===== src/rtl/spi_sched_pkg.sv =====
// Shared types and width helpers for the SPI job scheduler and its arbiter.
package spi_sched_pkg;

  typedef enum logic [1:0] {IDLE, START, RUN, GAP} state_e;

  localparam int unsigned DEF_N_JOBS     = 4;
  localparam int unsigned DEF_GAP_CYCLES = 8;
  localparam int unsigned DEF_TIMEOUT    = 2_700_000;

  // Width of a down-counter that must hold max_val; never narrower than 1 bit.
  function automatic int unsigned cnt_w(input int unsigned max_val);
    return (max_val < 1) ? 1 : $clog2(max_val + 1);
  endfunction

  function automatic int unsigned idx_w(input int unsigned n);
    return (n < 2) ? 1 : $clog2(n);
  endfunction

endpackage


===== src/rtl/spi_job_scheduler_if.sv =====
// Engine-side and link-side signals of the SPI job scheduler.
interface spi_job_scheduler_if #(
  parameter int unsigned N_JOBS = 4
);
  localparam int unsigned IDX_W = $clog2(N_JOBS);

  logic [N_JOBS-1:0] i_req;
  logic [N_JOBS-1:0] i_done;
  logic [N_JOBS-1:0] i_mosi;
  logic [N_JOBS-1:0] i_dc;
  logic [N_JOBS-1:0] i_cs;
  logic [N_JOBS-1:0] o_start;
  logic [N_JOBS-1:0] o_grant;
  logic              o_mosi;
  logic              o_dc;
  logic              o_cs;
  logic              o_busy;
  logic              o_timeout;
  logic [IDX_W-1:0]  o_err_id;

  // Scheduler side
  modport master (
    input  i_req, i_done, i_mosi, i_dc, i_cs,
    output o_start, o_grant, o_mosi, o_dc, o_cs, o_busy, o_timeout, o_err_id
  );

  // Engines and link side
  modport slave (
    output i_req, i_done, i_mosi, i_dc, i_cs,
    input  o_start, o_grant, o_mosi, o_dc, o_cs, o_busy, o_timeout, o_err_id
  );

endinterface


===== src/rtl/rr_pick.sv =====
// Combinational round-robin priority encoder: first set request after i_last_idx,
// wrapping around.
module rr_pick #(
  parameter int unsigned N     = 4,
  parameter int unsigned IDX_W = $clog2(N)
) (
  input  logic [N-1:0]     i_req,
  input  logic [IDX_W-1:0] i_last_idx,
  output logic             o_valid,
  output logic [IDX_W-1:0] o_idx
);

  logic [IDX_W-1:0] k;

  always_comb begin
    o_valid = |i_req;
    o_idx   = '0;
    k       = '0;
    // Walk farthest offset first so the nearest set bit after last_idx wins.
    for (int i = N; i >= 1; i--) begin
      k = IDX_W'((32'(i_last_idx) + 32'(i)) % N);
      if (i_req[k]) o_idx = k;
    end
  end

endmodule


===== src/rtl/spi_job_scheduler.sv =====
// Round-robin scheduler sharing one SPI display link between several drawing engines,
// with a CS-high gap between jobs and a per-job watchdog.
module spi_job_scheduler
  import spi_sched_pkg::*;
#(
  parameter int unsigned N_JOBS     = DEF_N_JOBS,
  parameter int unsigned GAP_CYCLES = DEF_GAP_CYCLES,
  parameter int unsigned TIMEOUT    = DEF_TIMEOUT
) (
  input  logic             i_clk,
  input  logic             i_rst,
  spi_job_scheduler_if.master bus
);

  localparam int unsigned IDX_W    = idx_w(N_JOBS);
  localparam int unsigned WD_W     = cnt_w(TIMEOUT);
  localparam int unsigned GAP_W    = cnt_w(GAP_CYCLES);
  localparam int unsigned GAP_LOAD = (GAP_CYCLES == 0) ? 0 : GAP_CYCLES - 1;

  state_e           state_q, state_d;
  logic [IDX_W-1:0] idx_q, idx_d;
  logic [IDX_W-1:0] last_q, last_d;
  logic [IDX_W-1:0] err_q, err_d;
  logic [WD_W-1:0]  wd_q, wd_d;
  logic [GAP_W-1:0] gap_q, gap_d;

  logic             pick_valid;
  logic [IDX_W-1:0] pick_idx;
  logic             job_end;
  logic             timeout;
  logic             held;

  rr_pick #(
    .N     (N_JOBS),
    .IDX_W (IDX_W)
  ) u_rr_pick (
    .i_req      (bus.i_req),
    .i_last_idx (last_q),
    .o_valid    (pick_valid),
    .o_idx      (pick_idx)
  );

  always_comb begin
    state_d = state_q;
    idx_d   = idx_q;
    last_d  = last_q;
    err_d   = err_q;
    wd_d    = wd_q;
    gap_d   = gap_q;
    job_end = 1'b0;
    timeout = 1'b0;
    unique case (state_q)
      IDLE: begin
        if (pick_valid) begin
          idx_d   = pick_idx;
          state_d = START;
        end
      end
      START: begin
        wd_d    = WD_W'(TIMEOUT);
        state_d = RUN;
      end
      RUN: begin
        wd_d = wd_q - WD_W'(1);
        // Done takes priority over a watchdog expiring in the same cycle.
        if (bus.i_done[idx_q]) begin
          job_end = 1'b1;
        end else if (wd_q == WD_W'(1)) begin
          job_end = 1'b1;
          timeout = 1'b1;
          err_d   = idx_q;
        end
        if (job_end) begin
          last_d  = idx_q;
          gap_d   = GAP_W'(GAP_LOAD);
          state_d = (GAP_CYCLES == 0) ? IDLE : GAP;
        end
      end
      GAP: begin
        if (gap_q == '0) state_d = IDLE;
        else             gap_d   = gap_q - GAP_W'(1);
      end
      default: state_d = IDLE;
    endcase
  end

  always_ff @(posedge i_clk) begin
    if (i_rst) begin
      state_q <= IDLE;
      idx_q   <= '0;
      last_q  <= IDX_W'(N_JOBS - 1);
      err_q   <= '0;
      wd_q    <= '0;
      gap_q   <= '0;
    end else begin
      state_q <= state_d;
      idx_q   <= idx_d;
      last_q  <= last_d;
      err_q   <= err_d;
      wd_q    <= wd_d;
      gap_q   <= gap_d;
    end
  end

  assign held = (state_q == START) || (state_q == RUN);

  always_comb begin
    bus.o_grant = '0;
    bus.o_start = '0;
    bus.o_mosi  = 1'b0;
    bus.o_dc    = 1'b0;
    bus.o_cs    = 1'b1;
    if (held) begin
      bus.o_grant[idx_q] = 1'b1;
      bus.o_mosi         = bus.i_mosi[idx_q];
      bus.o_dc           = bus.i_dc[idx_q];
      bus.o_cs           = bus.i_cs[idx_q];
    end
    if (state_q == START) bus.o_start[idx_q] = 1'b1;
  end

  assign bus.o_busy    = (state_q != IDLE);
  assign bus.o_timeout = timeout;
  assign bus.o_err_id  = err_q;

endmodule


===== src/flat_wrapper.sv =====
// flat-port wrapper written by rule: the top's interface ports become plain ports
module spi_job_scheduler_flat import spi_sched_pkg::*;
#(
  parameter int unsigned N_JOBS     = DEF_N_JOBS,
  parameter int unsigned GAP_CYCLES = DEF_GAP_CYCLES,
  parameter int unsigned TIMEOUT    = DEF_TIMEOUT
)
  (i_clk, i_rst, bus_i_req, bus_i_done, bus_i_mosi, bus_i_dc, bus_i_cs, bus_o_start, bus_o_grant, bus_o_mosi, bus_o_dc, bus_o_cs, bus_o_busy, bus_o_timeout, bus_o_err_id);
  spi_job_scheduler_if #(.N_JOBS(N_JOBS)) bus_i ();
  input  logic i_clk;
  input  logic i_rst;
  input wire logic [$bits(bus_i.i_req)-1:0] bus_i_req;
  input wire logic [$bits(bus_i.i_done)-1:0] bus_i_done;
  input wire logic [$bits(bus_i.i_mosi)-1:0] bus_i_mosi;
  input wire logic [$bits(bus_i.i_dc)-1:0] bus_i_dc;
  input wire logic [$bits(bus_i.i_cs)-1:0] bus_i_cs;
  output wire logic [$bits(bus_i.o_start)-1:0] bus_o_start;
  output wire logic [$bits(bus_i.o_grant)-1:0] bus_o_grant;
  output wire logic [$bits(bus_i.o_mosi)-1:0] bus_o_mosi;
  output wire logic [$bits(bus_i.o_dc)-1:0] bus_o_dc;
  output wire logic [$bits(bus_i.o_cs)-1:0] bus_o_cs;
  output wire logic [$bits(bus_i.o_busy)-1:0] bus_o_busy;
  output wire logic [$bits(bus_i.o_timeout)-1:0] bus_o_timeout;
  output wire logic [$bits(bus_i.o_err_id)-1:0] bus_o_err_id;
  assign bus_i.i_req = bus_i_req;
  assign bus_i.i_done = bus_i_done;
  assign bus_i.i_mosi = bus_i_mosi;
  assign bus_i.i_dc = bus_i_dc;
  assign bus_i.i_cs = bus_i_cs;
  assign bus_o_start = bus_i.o_start;
  assign bus_o_grant = bus_i.o_grant;
  assign bus_o_mosi = bus_i.o_mosi;
  assign bus_o_dc = bus_i.o_dc;
  assign bus_o_cs = bus_i.o_cs;
  assign bus_o_busy = bus_i.o_busy;
  assign bus_o_timeout = bus_i.o_timeout;
  assign bus_o_err_id = bus_i.o_err_id;
  spi_job_scheduler #(.N_JOBS(N_JOBS), .GAP_CYCLES(GAP_CYCLES), .TIMEOUT(TIMEOUT)) u_core (.i_clk(i_clk), .i_rst(i_rst), .bus(bus_i));
endmodule

===== config.mk =====
export PLATFORM = sky130hd
export DESIGN_NAME = spi_job_scheduler_flat
export DESIGN_NICKNAME = d
export VERILOG_FILES = /design/src/rtl/spi_sched_pkg.sv /design/src/rtl/spi_job_scheduler_if.sv /design/src/rtl/rr_pick.sv /design/src/rtl/spi_job_scheduler.sv /design/src/flat_wrapper.sv
export SDC_FILE = /design/constraint.sdc
export NUM_CORES = 1
export LEC_CHECK = 0
export BUFFER_PORTS_ARGS = -buffer_cell sky130_fd_sc_hd__buf_2
export CAP_MARGIN = 40
export CORE_MARGIN = 3
export CORE_UTILIZATION = 40
export DETAILED_ROUTE_END_ITERATION = 8
export GPL_TIMING_DRIVEN = 0
export SYNTH_ARGS = -nofsm -noshare
export SYNTH_HDL_FRONTEND = slang
export SYNTH_SLANG_ARGS = --single-unit

===== constraint.sdc =====
create_clock -name i_clk -period 3.04 [get_ports i_clk]
set_clock_uncertainty 0.05 [all_clocks]
set_input_delay 0.152 -clock i_clk [delete_from_list [all_inputs] [get_ports i_clk]]
set_output_delay 0.152 -clock i_clk [all_outputs]
set_load 0.02 [all_outputs]

==> impl_metrics.ini, run 1 <==
[power]
leakage_nw = 0.939
powerDensity_nw_per_um2 = 1050
vdd_drop_max_uv = 462

[timing]
worst_pin_slew_ns = 0.533
finalCritPeriodShare_pct = 78.0
timing.hold.ws_ns = 0.168
setup-violations-final = 0
rsz0062_at_grt = no
final-max-slew-violation-count = 0
maxSlewHeadroom_pct = 64.5
fin_setup_tns_ns = 0
fmax_mhz = 422
period_minus_slack_ns = 2.37
hold_viol_final = 0

[global_route]
use_met3_pct = 4.75
grt_pass1_vias = 1513
use_met1_pct = 20.9
met2_usage_pct = 26.2
grt.busiest_layer = met2
grt_pass1_wl_um = 6950
grt_antenna_before_repair = 0
gr-total-overflow = 0
grt_use_total_pct = 16.3
grt_start_max_net_pins = 11

[layout]
fin_util_pct = 50.4
fillers = 459
nNetsFinal = 288
diodes = 0
drive_above_1_share_pct = 21.2
final_cell_count_no_fill = 312
area_growth_pct = 17.1

[cts]
post_cts_buffers = 0
cts_max_level = 2
hold_buffers = 0
cts_resized = 0
cts_root_buf = clkbuf_8
cts.clk_slew.worst_paths_ns = 0.07
cts-buffers-inserted = 5
clock_latency_ns = 0.29
ctsLongestPathBuffers = 2
tritoncts = built
cts_sinks = 34

[logic_synthesis]
synth_top_cell_area_share_pct = 35.1
synth_area_leader_cell = dfxtp_1
synth.net_count = 246
synth_area_um2 = 1940
synth_edf_count = 0
synthCells = 217
synth_seq_area_share_pct = 35.1
ys_top_cells_by_area = dfxtp_1 35%, nor2_1 5.0%, xnor2_1 5.0%, ha_1 4.5%, a21oi_1 4.4%
synth_ff_type = dfxtp_1
synth-async-reset-ratio_pct = 0
syn_avg_cell_area_um2 = 8.93
ys_types = 47
ys_warn_count = 0
yosys_register_bits = 34

[critical_path]
cp_max_fo = 6
cp_cell_sequence = inv_1 > ha_1 > or4b_1 > nor4_4 > nand3_1 > xor2_1 > a21oi_1
cpPeakStageDelay_ns = 0.55
worst_setup_path_end_kind = register
crit_type = register to register
start_kind = register
arrival_ns = 2.48
slowest_stage = or4b_1
critical_path_required_ns = 3.14

[floorplan]
placement_rows = 24
io_pins = 37
die_height_um = 75.6
initial_utilization_pct = 43.0
coreArea_um2 = 4500
fp.dieW_um = 75.6
dieArea_um2 = 5720

[route]
via_per_inst = 5.20
drt_wl_total_um = 4190
first_pass_iters = 4
vias = 1623
drtIter0Drc = 86
post_drt_wl_per_cell_um = 13.4
drc = 0
ant_nets = 0

[placed_design]
port_buffers = 35
hpwl_um = 3140
placed_cells = 304
gp_congestion = 0.760

[status]
outcome = complete, no violations

[worst_hold_path]
hp-class = input pin to register

[run]
maxCapViolCount = 0
## cell usage after synthesis (2+ instances only)
master    count
a31oi_1       3
nand2_1      18
nor3_1        6
a211oi_1      2
ha_1          7
mux4_1        3
a311oi_1      2
nor4_2        2
nor3_2        2
xor2_1        9
o21ai_0       4
clkbuf_1      4
a21oi_1      17
nor3b_1       2
nor2_1       26
o211ai_1      2
nand4_1       3
and2_1        3
xnor2_1      11
inv_1        13
dfxtp_1      34
mux2i_1       5
nor4_1        5
nand3_1       4
nor4b_1       3
and3_1        3
and3b_1       4
## flip-flops by register name, indices dropped and copies added (netlist names)
| name | flops |
|---|---|
| u_core.idx_q | 2 |
| u_core.last_q | 2 |
| u_core.wd_q | 22 |
| u_core.gap_q | 4 |
| u_core.bus.o_err_id | 2 |
| u_core.state_q | 2 |
## cells in the final DEF, fill, tap and decap left out, types with 2 or more instances in the layout
cell,Yosys,layout
nor2_1,26,26
nor4_2,2,2
nor3b_1,2,2
nor3_1,6,6
nor3_2,2,2
a31oi_1,3,3
inv_1,13,13
mux2i_1,5,5
clkbuf_1,4,5
clkbuf_8,0,6
nand4_1,3,3
buf_2,1,36
xnor2_1,11,11
a311oi_1,2,2
and3_1,3,3
and2_1,3,3
dfxtp_1,34,34
nand2_1,18,18
o211ai_1,2,2
o21ai_0,4,4
xor2_1,9,9
ha_1,7,7
and3b_1,4,4
nor4_1,5,5
a21oi_1,17,17
nor4b_1,3,3
mux4_1,3,3
a211oi_1,2,2
nand3_1,4,4
## critical path, delay by kind of cell, from the launching register on
kind,cells,cell delay [ns]
buffers and inverters,1,0.09
XOR/XNOR,1,0.19
AND/OR/NAND/NOR,3,1.04
flip-flops,1,0.39
adder cells (fa/ha/maj),1,0.40
AO/OA/AOI/OAI,1,0.08
## stage by stage
stage	cell area, um^2	setup WS [ns]	total power, mW
2_1_floorplan	1940	0.941	1.75
3_3_place_gp	2180	0.716	2.04
3_5_place_dp	2180	0.711	2.05
4_1_cts	2270	0.618	2.40
5_1_grt	2270	0.415	2.58
6_report	2270	0.669	2.38
## worst paths after layout
| kind | from | end | cells past startpoint | slack (ns) |
|---|---|---|---|---|
| min reg2reg | u_core.bus.o_err_id[0] | u_core.bus.o_err_id[0] | 2 | 0.44 |
| max | u_core.state_q[0] | u_core.wd_q[21] | 7 | 0.67 |
| max reg2reg | u_core.state_q[0] | u_core.wd_q[21] | 7 | 0.67 |
| min | bus_i_req[0] | u_core.idx_q[0] | 4 | 0.17 |
## report_power, final
part	switching, mW	internal (mW)	total [mW]
Sequential	0.164	0.600	0.764
Combinational	0.744	0.531	1.28
Clock	0.161	0.183	0.343
## logic make-up (layout without fill, tap and decap cells)
logic type,count (synthesis),count (layout),share of synthesized area (%)
buffers and inverters,20,63,4.32
flip-flops,34,34,35.1
adder cells (fa/ha/maj),7,7,4.52
XOR/XNOR,20,20,9.04
AND/OR/NAND/NOR,91,91,27.2
multiplexers,9,9,7.81
AO/OA/AOI/OAI,36,36,11.9
## layout make-up
cell class	count	area [um^2]	share of cell area (%)
clock inverters	1	5.00	0.221
multi-input cells	163	1170	51.7
repair buffers	35	175	7.72
inverters	13	48.8	2.15
plain buffers	7	35.0	1.54
clock buffers	7	86.3	3.80
flip-flops and latches	34	681	30.0
well taps	52	65.1	2.87
## per-layer routing
metal | part of all wire (%) | vias up | routed length [um]
met1 | 49 | 742 | 2060
met2 | 47 | 21 | 1960
met3 | 3.2 | 4 | 134
li1 | - | 856 | -
met4 | 0.84 | 0 | 35
met5 | 0 | - | 0
Note: power is estimated with default switching activity, not from simulation.
==> inputs of run 2 (changes only) <==
==> constraint.sdc (replaced) <==
create_clock -name i_clk -period 2.35 [get_ports i_clk]
set_clock_uncertainty 0.05 [all_clocks]
set_input_delay 0.1175 -clock i_clk [delete_from_list [all_inputs] [get_ports i_clk]]
set_output_delay 0.1175 -clock i_clk [all_outputs]
set_load 0.02 [all_outputs]
==> impl_metrics.ini, run 2 (synthesized netlist as in run 1, its figures left out) <==
[placed_design]
dpl_cell_area_um2 = 2180
hpwl_um = 3140
port_buffers = 35
gp_congestion = 0.760
placed_cells = 304

[floorplan]
die_height_um = 75.6
dieArea_um2 = 5720
initial_utilization_pct = 43.0
fp.dieW_um = 75.6
placement_rows = 24
io_pins = 37
coreArea_um2 = 4500

[critical_path]
crit_type = register to output pin
cpPeakStageDelay_ns = 0.62
cp_cell_sequence = or4_1 > nor3_4 > nand4_1 > nor2_1 > buf_2
start_kind = register
path_buf_inv = 1
arrival_ns = 2.02
slowest_stage = or4_1
critical_path_required_ns = 2.18
worst_setup_path_end_kind = output pin
path_delay_family = simple AND/OR/NAND/NOR gates
cp_max_fo = 6

[global_route]
gr-total-overflow = 0
grt_pass1_vias = 1521
grt_pass1_wl_um = 6990
grt_antenna_before_repair = 0
grt_start_max_net_pins = 11
grt_use_total_pct = 16.4

[power]
powerDensity_nw_per_um2 = 1380
vdd_drop_max_uv = 610
leakage_nw = 0.958
p_total_mw = 3.20

[cts]
cts.clk_slew.worst_paths_ns = 0.07
tritoncts = built
cts_root_buf = clkbuf_8
ctsLongestPathBuffers = 2
clock_latency_ns = 0.29
cts_sinks = 34
cts-buffers-inserted = 5
cts_max_level = 2

[route]
ant_nets = 0
via_per_inst = 5.21
drc = 0
vias = 1641
first_pass_iters = 4
drt_wl_total_um = 4240
drtIter0Drc = 88
post_drt_wl_per_cell_um = 13.5

[timing]
hold_viol_final = 0
finalCritPeriodShare_pct = 93.0
period_minus_slack_ns = 2.19
maxSlewHeadroom_pct = 64.5
setup-violations-final = 0
worst_pin_slew_ns = 0.533
fin_setup_tns_ns = 0
fmax_mhz = 457
final-max-slew-violation-count = 0

[status]
outcome = complete, no violations

[layout]
largest_reg_flops = 22
final_cell_count_no_fill = 315
layout_commonest_cell = buf_2
fin_util_pct = 51.6
drive_above_1_share_pct = 23.2
area_growth_pct = 19.9
diodes = 0
nNetsFinal = 291
layout_common_cells = 36 x buf_2, 33 x dfxtp_1, 26 x nor2_1
top_register = u_core.wd_q
final_area_um2 = 2320
reg.largest.list = u_core.wd_q x22, u_core.gap_q x4

[run]
maxCapViolCount = 0

[worst_hold_path]
hp-class = input pin to register
-- run 2: cell types whose count changed in the layout (fill, tap and decap cells not counted), sizes merged --
| cell | before | now |
|---|---|---|
| buf | 38 | 41 |
-- run 2: path summary, 6_finish.rpt --
check	end	from	cells after the start	slack, ns
min	u_core.idx_q[0]	bus_i_req[0]	4	0.14
min reg2reg	u_core.bus.o_err_id[0]	u_core.bus.o_err_id[0]	2	0.44
max	bus_o_timeout	u_core.wd_q[11]	5	0.16
max reg2reg	u_core.wd_q[9]	u_core.state_q[1]	7	0.17
-- run 2: where the power goes --
| group | switching, mW | internal (mW) | total (mW) |
|---|---|---|---|
| Combinational | 0.990 | 0.770 | 1.76 |
| Sequential | 0.218 | 0.778 | 0.996 |
| Clock | 0.208 | 0.236 | 0.444 |
-- run 2: final cells by class --
type,count,area (um^2)
clock buffers,7,86.3
well taps,52,65.1
plain buffers,7,35.0
flip-flops and latches,34,682
clock inverters,1,5.00
multi-input cells,163,1200
fillers,451,2180
repair buffers,38,198
inverters,13,48.8
-- run 2: worst min-delay path, delay by kind of cell --
family          cells  cell delay (ns)
simple gates        1             0.10
buf+inv             1             0.10
compound gates      2             0.11
-- run 2: repair_timing --
item | 4_1_cts | 5_1_grt
buffers inserted | 2 | 1
hold buffers | 0 | 0
gates resized for setup | 4 | 2
endpoints found under the setup margin | 4 | 6
pin swaps | 1 | 2
-- run 2: layer usage --
metal  up-vias  global-route usage, %  routed length (um)
met5         -                      0                   0
met4         0                   5.63                  38
met3         4                   4.75                 152
met2        21                   26.6                1980
met1       753                   20.9                2070
li1        863                      -                   -
-- run 2: stage by stage --
stage	hold slack (ns)	worst slack (ns)
floorplan	0.269	0.251
global placement	0.420	0.0263
detailed placement	0.418	0.0207
CTS	0.121	0.0472
global route	0.141	-0.00777
finish	0.135	0.164
